===== src/rtl/store_pkg.sv =====
// -----------------------------------------------------------------------------
// store_pkg
// Shared definitions for the store byte-enable generator:
//   - store size encodings as carried on req_size
//   - beat sequencer state enum
//   - size_bytes(): number of bytes a size encoding covers
// -----------------------------------------------------------------------------
package store_pkg;

    localparam logic [1:0] SZ_BYTE  = 2'd0;
    localparam logic [1:0] SZ_HALF  = 2'd1;
    localparam logic [1:0] SZ_WORD  = 2'd2;
    localparam logic [1:0] SZ_DWORD = 2'd3;

    typedef enum logic [1:0] {
        ST_IDLE  = 2'd0,
        ST_BEAT0 = 2'd1,
        ST_BEAT1 = 2'd2
    } state_e;

    // 1, 2, 4 or 8 bytes.
    function automatic logic [3:0] size_bytes(input logic [1:0] size);
        return 4'd1 << size;
    endfunction

endpackage


===== src/rtl/be_lane_shift.sv =====
// -----------------------------------------------------------------------------
// be_lane_shift
// Combinational lane alignment for one store request. The result spans two
// bus words so a store that runs past the end of its bus word can be issued
// as two aligned beats: the low half is beat 0, the high half is beat 1.
//
// Ports:
//   off_i    byte offset of the store inside its bus word
//   size_i   size encoding (byte/half/word/dword)
//   wdata_i  right-justified store data
//   mask_o   byte-enable mask over two bus words
//   data_o   lane-shifted data over two bus words, disabled lanes forced to 0
//   cross_o  store touches the second bus word (needs beat 1)
//   err_o    store must be trapped (illegal size, or misaligned in mode 0)
// -----------------------------------------------------------------------------
module be_lane_shift
    import store_pkg::*;
#(
    parameter int   DATA_W        = 32,
    parameter int   MISALIGN_MODE = 0,
    localparam int  NB            = DATA_W / 8,
    localparam int  OFF_W         = $clog2(NB)
) (
    input  logic [OFF_W-1:0]    off_i,
    input  logic [1:0]          size_i,
    input  logic [DATA_W-1:0]   wdata_i,
    output logic [2*NB-1:0]     mask_o,
    output logic [2*DATA_W-1:0] data_o,
    output logic                cross_o,
    output logic                err_o
);

    localparam int MW  = 2 * NB;
    localparam int DW2 = 2 * DATA_W;

    logic [3:0]     szb;
    logic [MW-1:0]  base_mask;
    logic [DW2-1:0] shifted;
    logic [3:0]     off_ext;
    logic           misalign;
    logic           illegal_size;

    always_comb begin
        szb          = size_bytes(size_i);
        base_mask    = MW'((16'd1 << szb) - 16'd1);
        mask_o       = base_mask << off_i;
        shifted      = DW2'(wdata_i) << {off_i, 3'b000};
        // Natural alignment: offset must be a multiple of the access size.
        off_ext      = 4'(off_i);
        misalign     = (off_ext & (szb - 4'd1)) != 4'd0;
        illegal_size = (DATA_W == 32) && (size_i == SZ_DWORD);
        err_o        = illegal_size || ((MISALIGN_MODE == 0) && misalign);
        cross_o      = (|mask_o[MW-1:NB]) && !err_o;
    end

    // Zero every lane the mask does not enable, so upper garbage in a
    // right-justified narrow store never reaches the bus.
    genvar gi;
    generate
        for (gi = 0; gi < MW; gi++) begin : g_lane
            assign data_o[gi*8 +: 8] = mask_o[gi] ? shifted[gi*8 +: 8] : 8'h00;
        end
    endgenerate

endmodule


===== src/rtl/store_be_gen.sv =====
// -----------------------------------------------------------------------------
// store_be_gen
// Turns one store request into one or two registered bus write beats with
// lane-aligned data and byte enables. Misaligned stores are trapped
// (MISALIGN_MODE=0) or, when they cross a bus word, split into two beats
// (MISALIGN_MODE=1). DATA_W must be 32 or 64.
//
// Ports:
//   clk, rst_n            clock, asynchronous active-low reset
//   req_valid/req_ready   store request handshake
//   req_addr/size/wdata   byte address, size encoding, right-justified data
//   bus_valid/bus_ready   write beat handshake
//   bus_addr/be/wdata     aligned beat address, byte enables, lane data
//   bus_last              final beat of the current request
//   align_err             one-cycle pulse after an erroring request is accepted
// -----------------------------------------------------------------------------
module store_be_gen
    import store_pkg::*;
#(
    parameter int DATA_W        = 32,
    parameter int ADDR_W        = 32,
    parameter int MISALIGN_MODE = 0
) (
    input  logic                clk,
    input  logic                rst_n,
    input  logic                req_valid,
    output logic                req_ready,
    input  logic [ADDR_W-1:0]   req_addr,
    input  logic [1:0]          req_size,
    input  logic [DATA_W-1:0]   req_wdata,
    output logic                bus_valid,
    input  logic                bus_ready,
    output logic [ADDR_W-1:0]   bus_addr,
    output logic [DATA_W/8-1:0] bus_be,
    output logic [DATA_W-1:0]   bus_wdata,
    output logic                bus_last,
    output logic                align_err
);

    localparam int NB    = DATA_W / 8;
    localparam int OFF_W = $clog2(NB);

    // Lane alignment of the incoming request
    logic [2*NB-1:0]     lane_mask;
    logic [2*DATA_W-1:0] lane_data;
    logic                lane_cross;
    logic                lane_err;

    be_lane_shift #(
        .DATA_W        (DATA_W),
        .MISALIGN_MODE (MISALIGN_MODE)
    ) u_lane_shift (
        .off_i   (req_addr[OFF_W-1:0]),
        .size_i  (req_size),
        .wdata_i (req_wdata),
        .mask_o  (lane_mask),
        .data_o  (lane_data),
        .cross_o (lane_cross),
        .err_o   (lane_err)
    );

    // State, output registers and beat-1 holding registers
    state_e              state_q, state_d;
    logic                bus_valid_q, bus_valid_d;
    logic [ADDR_W-1:0]   bus_addr_q, bus_addr_d;
    logic [NB-1:0]       bus_be_q, bus_be_d;
    logic [DATA_W-1:0]   bus_wdata_q, bus_wdata_d;
    logic                bus_last_q, bus_last_d;
    logic                align_err_q, align_err_d;
    logic [ADDR_W-1:0]   hold_addr_q, hold_addr_d;
    logic [NB-1:0]       hold_be_q, hold_be_d;
    logic [DATA_W-1:0]   hold_wdata_q, hold_wdata_d;

    logic                accept;
    logic                consume;
    logic [ADDR_W-1:0]   addr0;
    logic [ADDR_W-1:0]   addr1;

    always_comb begin
        consume   = bus_valid_q && bus_ready;
        // A new request may land in the same edge the last beat leaves.
        req_ready = (state_q == ST_IDLE) || (consume && bus_last_q);
        accept    = req_valid && req_ready;
        addr0     = {req_addr[ADDR_W-1:OFF_W], {OFF_W{1'b0}}};
        addr1     = addr0 + ADDR_W'(NB);   // wraps modulo 2^ADDR_W
    end

    always_comb begin
        state_d      = state_q;
        bus_valid_d  = bus_valid_q;
        bus_addr_d   = bus_addr_q;
        bus_be_d     = bus_be_q;
        bus_wdata_d  = bus_wdata_q;
        bus_last_d   = bus_last_q;
        align_err_d  = 1'b0;
        hold_addr_d  = hold_addr_q;
        hold_be_d    = hold_be_q;
        hold_wdata_d = hold_wdata_q;

        unique case (state_q)
            ST_IDLE: ;
            ST_BEAT0: begin
                if (consume) begin
                    if (!bus_last_q) begin
                        // Not last in beat 0 means the store crosses a word.
                        state_d     = ST_BEAT1;
                        bus_addr_d  = hold_addr_q;
                        bus_be_d    = hold_be_q;
                        bus_wdata_d = hold_wdata_q;
                        bus_last_d  = 1'b1;
                    end else begin
                        state_d     = ST_IDLE;
                        bus_valid_d = 1'b0;
                        bus_be_d    = '0;
                        bus_wdata_d = '0;
                        bus_last_d  = 1'b0;
                    end
                end
            end
            ST_BEAT1: begin
                if (consume) begin
                    state_d     = ST_IDLE;
                    bus_valid_d = 1'b0;
                    bus_be_d    = '0;
                    bus_wdata_d = '0;
                    bus_last_d  = 1'b0;
                end
            end
            default: state_d = ST_IDLE;
        endcase

        // Acceptance overrides the drain decision above (back-to-back case).
        if (accept) begin
            if (lane_err) begin
                state_d     = ST_IDLE;
                align_err_d = 1'b1;
                bus_valid_d = 1'b0;
                bus_be_d    = '0;
                bus_wdata_d = '0;
                bus_last_d  = 1'b0;
            end else begin
                state_d      = ST_BEAT0;
                bus_valid_d  = 1'b1;
                bus_addr_d   = addr0;
                bus_be_d     = lane_mask[NB-1:0];
                bus_wdata_d  = lane_data[DATA_W-1:0];
                bus_last_d   = !lane_cross;
                hold_addr_d  = addr1;
                hold_be_d    = lane_mask[2*NB-1:NB];
                hold_wdata_d = lane_data[2*DATA_W-1:DATA_W];
            end
        end
    end

    always_ff @(posedge clk or negedge rst_n) begin
        if (!rst_n) begin
            state_q      <= ST_IDLE;
            bus_valid_q  <= 1'b0;
            bus_addr_q   <= '0;
            bus_be_q     <= '0;
            bus_wdata_q  <= '0;
            bus_last_q   <= 1'b0;
            align_err_q  <= 1'b0;
            hold_addr_q  <= '0;
            hold_be_q    <= '0;
            hold_wdata_q <= '0;
        end else begin
            state_q      <= state_d;
            bus_valid_q  <= bus_valid_d;
            bus_addr_q   <= bus_addr_d;
            bus_be_q     <= bus_be_d;
            bus_wdata_q  <= bus_wdata_d;
            bus_last_q   <= bus_last_d;
            align_err_q  <= align_err_d;
            hold_addr_q  <= hold_addr_d;
            hold_be_q    <= hold_be_d;
            hold_wdata_q <= hold_wdata_d;
        end
    end

    assign bus_valid = bus_valid_q;
    assign bus_addr  = bus_addr_q;
    assign bus_be    = bus_be_q;
    assign bus_wdata = bus_wdata_q;
    assign bus_last  = bus_last_q;
    assign align_err = align_err_q;

endmodule


===== config.mk =====
export PLATFORM = sky130hd
export DESIGN_NAME = store_be_gen
export DESIGN_NICKNAME = d
export VERILOG_FILES = /design/src/rtl/store_pkg.sv /design/src/rtl/be_lane_shift.sv /design/src/rtl/store_be_gen.sv
export SDC_FILE = /design/constraint.sdc
export NUM_CORES = 1
export LEC_CHECK = 0
export ABC_CLOCK_PERIOD_IN_PS = 2000
export CAP_MARGIN = 30
export CORE_ASPECT_RATIO = 1.4
export CORE_MARGIN = 3
export CORE_UTILIZATION = 33
export CTS_CLUSTER_DIAMETER = 200
export DETAILED_ROUTE_END_ITERATION = 10
export PLACE_DENSITY = 0.57
export SLEW_MARGIN = 20
export SYNTH_ARGS = -nofsm -noshare
export SYNTH_HDL_FRONTEND = slang
export SYNTH_SLANG_ARGS = --single-unit

===== constraint.sdc =====
create_clock -name clk -period 2 [get_ports clk]
set_clock_uncertainty 0.05 [all_clocks]
set_input_delay 0.6 -clock clk [delete_from_list [all_inputs] [get_ports clk]]
set_output_delay 0.6 -clock clk [all_outputs]
set_load 0.005 [all_outputs]

---- Word level (Yosys, flattened, before mapping) ----
Index checks and enable logic that the tools add are counted.
Widths: inputs -> output; s select.
storage, ports and cells
  bits in registers ....................... 141
  output and inout bits ................... 72
  input port bits ......................... 70
  logic and storage cells ................. 86
cells by class
  add/sub/neg operators ................... 3
  eq/ne operators ......................... 7
  reductions and logical operators ........ 16
  bitwise gates (word level) .............. 2
  shifts and indexed selects .............. 4
  mux-type cells .......................... 44
operators with widths
  kind                   count
  $mux 32                10
  $mux 8                 8
  $pmux 32 s2            1
  $shl 32x5->64          1
  $add 32x3->32 const B  1
  $mux 4                 5
  $mux 1                 12
  $ne 3x3->1 const B     3
  $mux 2                 4
  $pmux 4 s2             1
  $shl 1x4->8 const A    1
  $shl 8x2->8            1
  $sub 8x1->8 const B    1
  $pmux 2 s3             1
  $reduce_and 3->1       2
  $and 2x4->4            1
  $eq 2x2->1 const B     2
  $logic_and 1x1->1      4
  $pmux 1 s2             2
  $reduce_and 4->1       1
  $reduce_bool 4->1      1
  $reduce_or 4->1        1
  $shl 1x2->4 const A    1
  $sub 4x1->4 const B    1
  8 further kinds        10

---- Logic depth before layout (Yosys ltp) ----
Gate-level depths: netlist of the first run.
  depth in word-level cells ............... 10
  mapped depth ............................ 10
  depth with buffers taken out ............ 7

---- Hierarchy ----
From an unflattened synthesis of the first run, not the netlist that was laid out.
unflattened totals
  cell total of the unflattened synthesis .. 826
  area total of the unflattened synthesis .. 7412.1 um^2
modules (own cells, without submodules)
  module         seq. area each (um^2)  cells each  area an instance (um^2)  times used
  store_be_gen   3478.3                 650         6262.3                   1
  be_lane_shift  0.0                    176         1149.9                   1

---- Worst setup path after synthesis of the first run ----
No wires, ideal clock.
  path kind ............................... input to register
  start ................................... input req_size[0]
  end ..................................... register hold_wdata_q[10]
  required time ........................... 1.854 ns
  path buffers ............................ 4
  stages on the path ...................... 10
  arrival ................................. 2.369 ns
  path slack .............................. -0.516 ns
  setup time .............................. 0.096 ns
  cells stage by stage .................... clkbuf_1 > nand2b_1 > ha_1 > nand2b_1 > o21ai_0 > clkbuf_1 > buf_2 > clkbuf_1 > o21ai_0 > o31ai_1
on the way
  longest elaborated chain between the ends .. 7
  elaborated cells between the ends (all ways) .. 12
  those cells by class .................... add/sub: 2; eq/ne: 1; shift: 3; mux: 1; bitwise: 2; reduce/logical: 3
ends and longest elaborated chain
  element                                              RTL line             text
  from (decl)                                          store_be_gen.sv:29   input logic [1:0] req_size,
  branches (longest 7 deep; another with $sub 8x1->8)  n/a
  to (signal assigned)                                 store_be_gen.sv:177  hold_wdata_q <= hold_wdata_d;
  to (decl)                                            store_be_gen.sv:72   logic [DATA_W-1:0] hold_wdata_q, hold_wdata_d;
Several ways; the timed one is not identified.
A chain may end at the register's enable or synchronous reset.

---- Worst setup path in the final report of the first run ----
  start ................................... input req_addr[15]
  end ..................................... register hold_addr_q[23]
on the way
  longest elaborated chain between the ends .. 1
ends and longest elaborated chain
  element               RTL line             text
  from (decl)           store_be_gen.sv:28   input logic [ADDR_W-1:0] req_addr,
  $add 32x3->32         store_be_gen.sv:85   addr1 = addr0 + ADDR_W'(NB);
  to (signal assigned)  store_be_gen.sv:175  hold_addr_q <= hold_addr_d;
  to (decl)             store_be_gen.sv:70   logic [ADDR_W-1:0] hold_addr_q, hold_addr_d;
No other way between the ends.

==> results of run 1 <==
## layout by cell type (no fill, tap or decap), types with 16 or more instances in the layout
cell and n:
nand2_1 41, nand3_1 34, o21ai_1 32, a21oi_1 63, nand4_1 20, nor2_1 29
buf_4 144, mux2i_1 54, clkdlybuf4s50_1 107, o21ai_0 56, a31oi_1 18, dfrtp_1 130
clkbuf_16 17, o31ai_1 16
## synthesized netlist by cell type, drive strengths merged, types with 2 or more instances
| cell type | number | area share (%) |
|---|---|---|
| dfrtp | 131 | 48 |
| o21ai | 89 | 6.5 |
| a21oi | 70 | 5.1 |
| mux2i | 54 | 7.9 |
| clkbuf | 46 | 2.5 |
| nand2 | 43 | 2.4 |
| nand3 | 36 | 2.6 |
| nor2 | 31 | 1.7 |
| nand4 | 20 | 1.8 |
| or4 | 19 | 2.1 |
| a31oi | 18 | 1.6 |
| o31ai | 17 | 1.9 |
| buf | 16 | 1.2 |
| or3 | 14 | 1.3 |
| a22o | 12 | 1.5 |
| a2bb2oi | 8 | 1.0 |
| a32o | 8 | 1.2 |
| inv | 8 | 0.44 |
| xnor2 | 8 | 1.0 |
| nor3 | 6 | 0.68 |
| xor2 | 6 | 0.77 |
| and2 | 5 | 0.46 |
| and4 | 5 | 0.64 |
| nand2b | 5 | 0.46 |
| a21o | 4 | 0.44 |
| nor2b | 4 | 0.37 |
| ha | 3 | 0.55 |
| a211oi | 2 | 0.22 |
| and3 | 2 | 0.18 |
| mux2 | 2 | 0.33 |
| nor3b | 2 | 0.22 |
| o211a | 2 | 0.29 |
| o21a | 2 | 0.22 |
| o22ai | 2 | 0.18 |
## layout make-up
type	instances	area [um2]
Tap cell	252	315.3
Multi-Input combinational cell	514	3453
Clock buffer	21	480.5
Timing Repair Buffer	307	2845
Inverter	9	33.78
Clock inverter	11	173.9
Sequential cell	131	3279
Fill cell	1851	9492
## power breakdown
group          leakage, uW  internal [uW]  switching (uW)
logic              0.00258           2870            2500
clock network     0.000312           2230            1240
registers          0.00164           3820             696
total              0.00453           8910            4430
## flip-flops by register name, indices dropped and copies added, names as in the netlist
signal        flops
hold_wdata_q     24
bus_be            4
state_q           2
align_err         1
bus_wdata        32
hold_be_q         4
bus_last          1
bus_valid         1
hold_addr_q      30
bus_addr         32
## routing by layer
layer	track usage (%)	part of all wire [%]	wire, um
met1	26.11	40	9723
met2	38.97	53	12800
met3	4.237	5.0	1213
met4	7.522	2.4	594
met5	0	0.029	7
## worst max-delay path by stage
stage / cells after the start / startpoint / endpoint / slack [ns]
6_report: 6 / req_addr[15] / hold_addr_q[23] / 0.0003
5_1_grt: 8 / req_addr[15] / hold_addr_q[28] / -0.05
4_1_cts: 11 / req_size[0] / bus_wdata[17] / -0.08
3_5_place_dp: 10 / req_size[0] / bus_wdata[18] / -0.80
3_3_place_gp: 6 / req_addr[10] / hold_addr_q[25] / -0.75
2_1_floorplan: 6 / req_addr[7] / hold_addr_q[25] / -0.13
## repair_timing
item / CTS / global route
setup endpoints to repair: 138 / 72
resized for setup: 88 / 20
hold endpoints to repair: 0 / 0
setup buffers: 25 / 3
pin swaps: 29 / 15
cloned: 1 / 0
## per-stage QoR
step | cell area (um2) | setup TNS, ns
floorplan | 7017 | -3.353
global placement | 9632 | -81.21
detailed placement | 9632 | -83.80
CTS | 10560 | -0.1253
global route | 10580 | -0.1669
finish | 10580 | 0
## kinds of logic after synthesis
group / Yosys count / synth area share [%]
xor gates and xnor gates: 14 / 1.794
AOI/OAI and AO/OA: 244 / 21.81
buffers and inverters: 71 / 4.284
and+or+nand+nor: 195 / 15.21
adders and majority gates: 4 / 0.6958
muxes: 56 / 8.239
DFF: 131 / 47.97
==> flow_summary.toml, run 1 <==
[worst_setup_path]
cp_top_family = "simple AND/OR/NAND/NOR gates"
critPathKind = "input port to register"
startpoint_type = "input port"
arrival_ns = 2.28
end_kind = "register"
r2r-end = "bus_wdata[22]"
crit_required_ns = 2.28
critPathMaxFanout = 7
cp_num_buf_inv = 2
max_stage_delay_ns = 0.52
crit_path_top_delay_cell = "or4_1"
reg2regPathDepth = 5
r2r_setup_slack_ns = 0.13
cp_cell_sequence = "clkdlybuf4s50_1 > and4_4 > nand3_1 > buf_6 > or4_1 > a31oi_1"
r2r-start = "bus_last"

[layout]
antenna_cells = 0
fin_util_pct = 52.71
syn_to_final_growth_pct = 54.83
stdcell_count = 1245
layout.nets = 1053
drive_gt1_share_pct = 25.88

[synthesis]
synthCells = 715
avgSynthCellArea_um2 = 9.558
synth-seq-cells = 131
syn_nets = 788
synth_cell_types = 56
synthFlopType = "dfrtp_1"
synthArstFlopShare_pct = 100.0
synth_area_mm2 = 0.006834
synth_warnings = 0
synth-edff-count = 0
synth-seq-area-share_pct = 47.97

[cts]
cts_max_path_buffers = 2
cts_tree = "done"
ctsHoldBuffers = 0
clock-root-buffer = "clkbuf_16"
cts_num_sinks = 131
clk_latency_ns = 0.42
cts.clk_slew.worst_paths_ns = 0.06
cts_buffers = 17
cts-htree-levels = 4

[die]
rows = 61
ioPinCount = 142
start_util_pct = 34.05
coreArea_mm2 = 0.02007
dieHeight_um = 176.3
die_w_um = 127.6
dieArea_mm2 = 0.02250

[global_route]
grt_max_degree = 45
grt_pass1_vias = 7110
overflow = 0
track_usage_pct = 21.83
grt_pass1_wl_mm = 38.42
antenna_found_initial = 1

[worst_hold_path]
min_path_type = "input port to asynchronous set/reset pin"

[routing]
drc = 0
vias = 6731
ant_nets = 0
wl_per_cell_um = 19.55
drt_iter0_drc = 472
viasPerCell = 5.406
wl_mm = 24.33
first_pass_iters = 5

[pwr]
p_leak_uw = 0.004526
power_uw = 13340
ir_drop_mv = 0.5461
power_density_mw_per_mm2 = 1261

[status]
status = "completed"

[place]
port_buffers = 141
dp_hpwl_mm = 16.81
place_inst = 1189
dp_worst_setup_slack_ns = -0.7984
gp_congestion = 0.8896

[sta]
timing.hold.ws_ns = 0.01566
layout_min_cycle_time_ns = 2.000
maxSlewHeadroom_pct = 59.55
finalHoldViolCount = 0
slew_viol_final = 0
fin_ws_ns = 0.0002971
setup_viol = 0
max_freq_mhz = 500.1
fin_crit_sh_pct = 99.99
rsz0062_at_grt = "true"
worstMarginPinSlew_ns = 0.6055

[job]
cap_violations = 0
Note: power is estimated with default switching activity, not from simulation.
==> run 2: changes to the inputs <==
--- a/config.mk
+++ b/config.mk
@@ -6,13 +6,14 @@
 export NUM_CORES = 1
 export LEC_CHECK = 0
 export ABC_CLOCK_PERIOD_IN_PS = 2000
-export CAP_MARGIN = 30
+export CAP_MARGIN = 0
 export CORE_ASPECT_RATIO = 1.4
 export CORE_MARGIN = 3
 export CORE_UTILIZATION = 33
 export CTS_CLUSTER_DIAMETER = 200
 export DETAILED_ROUTE_END_ITERATION = 10
 export PLACE_DENSITY = 0.57
+export REMOVE_ABC_BUFFERS = 1
 export SLEW_MARGIN = 20
 export SYNTH_ARGS = -nofsm -noshare
 export SYNTH_HDL_FRONTEND = slang
==> flow_summary.toml, run 2 (same netlist as run 1, synthesis figures left out) <==
[place]
dp_hpwl_mm = 16.46
dp_worst_setup_slack_ns = -0.8651
port_buffers = 141
gp_congestion = 0.8345

[sta]
fin_ws_ns = 0.02879
rsz0062_at_grt = "false"
tns_ns = 0
maxSlewHeadroom_pct = 54.55
finalHoldViolCount = 0
worstMarginPinSlew_ns = 0.6804
layout_min_cycle_time_ns = 1.971
slew_viol_final = 0
max_freq_mhz = 507.3
setup_viol = 0
fin_crit_sh_pct = 98.56

[cts]
ctsHoldBuffers = 0
cts.clk_slew.worst_paths_ns = 0.07
cts_max_path_buffers = 2
clock-root-buffer = "clkbuf_16"
cts_num_sinks = 131
cts_buffers = 17
cts-htree-levels = 4
clk_latency_ns = 0.42
cts_tree = "done"

[global_route]
overflow = 0
grt_max_degree = 49
track_usage_pct = 21.08
grt_pass1_vias = 6897
grt_pass1_wl_mm = 37.10
antenna_found_initial = 0

[layout]
final_common_cell = "dfrtp_1"
antenna_cells = 0
drive_gt1_share_pct = 24.46
layout.nets = 1041
fin_util_pct = 52.82
final_cell_mix = "131 x dfrtp_1, 123 x buf_4, 100 x clkdlybuf4s50_1"
syn_to_final_growth_pct = 55.15

[routing]
vias = 6696
ant_nets = 0
wl_per_cell_um = 19.09
wl_mm = 23.54
viasPerCell = 5.431
drc = 0
first_pass_iters = 5
drt_iter0_drc = 436

[pwr]
swShare_pct = 33.19
p_comb_share_pct = 40.1
power_uw = 13430
p_leak_uw = 0.004605
power_frac_clock_pct = 26.4
p_int_uw = 8970
switchingPower_uw = 4455
seqPwrFrac_pct = 33.5
ir_drop_mv = 0.5978
power_density_mw_per_mm2 = 1266

[worst_setup_path]
critPathMaxFanout = 11
critPathKind = "input port to register"
cp_cell_sequence = "clkdlybuf4s50_1 > and4_4 > nand3_2 > buf_6 > or4_4 > a31oi_4"
r2r_setup_slack_ns = 0.07
end_kind = "register"
crit_path_top_delay_cell = "or4_4"
arrival_ns = 2.27
crit_required_ns = 2.30
max_stage_delay_ns = 0.53
startpoint_type = "input port"

[worst_hold_path]
min_path_type = "input port to asynchronous set/reset pin"

[die]
die_w_um = 127.6
ioPinCount = 142
dieArea_mm2 = 0.02250
dieHeight_um = 176.3
coreArea_mm2 = 0.02007
start_util_pct = 34.05
rows = 61

[job]
cap_violations = 0

[status]
status = "completed"
-- run 2: per-layer routing --
metal,wire (um),share of wire [%],GRT usage [%],vias up
li1,-,-,-,3163
met1,9368,40,24.54,3283
met2,12620,54,38.49,208
met4,575,2.4,7.035,0
met3,978,4.2,4.116,42
met5,0,0,0,-
-- run 2: worst paths after layout --
| check | from | endpoint | depth (start not counted) |
|---|---|---|---|
| worst min register to register | hold_addr_q[2] | hold_addr_q[2] | 1 |
| worst min-delay path | rst_n | bus_wdata[12] | 1 |
| worst max-delay path | req_addr[20] | hold_addr_q[23] | 6 |
| min in group clk | hold_addr_q[2] | hold_addr_q[2] | 1 |
| max in group asynchronous | rst_n | bus_addr[20] | 2 |
| worst max register to register | state_q[1] | bus_wdata[20] | 5 |
-- run 2: final cells by class --
cell class | instances | area (um2)
clock buffers | 18 | 439.2
clock inverters | 14 | 224.0
fillers | 1868 | 9470
inverters | 9 | 37.54
multi-input cells | 513 | 3412
flip-flops and latches | 131 | 3278
well taps | 252 | 315.3
repair buffers | 296 | 2897
-- run 2: critical path, delay by kind of cell --
| family | cells | cell delay (ns) |
|---|---|---|
| compound gates | 1 | 0.18 |
| buf+inv | 2 | 0.65 |
| simple gates | 3 | 0.84 |
-- run 2: metrics by stage --
stage          cell area (um2)  cells  hold slack [ns]
5_1_grt                  10600   1233          0.07345
6_report                 10600   1233          0.05849
2_1_floorplan             6575    653           0.2544
3_3_place_gp              9584   1184           0.4085
4_1_cts                  10500   1230          0.07447
3_5_place_dp              9584   1184           0.4201
-- run 2: power groups by stage --
stage | clock (uW) | combinational, uW | sequential, uW
3_3_place_gp | 0 | 5100 | 4550
3_5_place_dp | 0 | 5130 | 4560
6_report | 3540 | 5380 | 4500
2_1_floorplan | 0 | 2050 | 4430
4_1_cts | 3600 | 5390 | 4520
5_1_grt | 3740 | 5890 | 4630
-- run 2: timing repair --
| item | CTS | global route |
|---|---|---|
| endpoints found under the hold margin | 0 | 0 |
| gates cloned | 4 | 0 |
| gates resized for setup | 77 | 50 |
| pin swaps | 19 | 15 |
| buffers inserted | 10 | 4 |
| setup endpoints to repair | 138 | 97 |
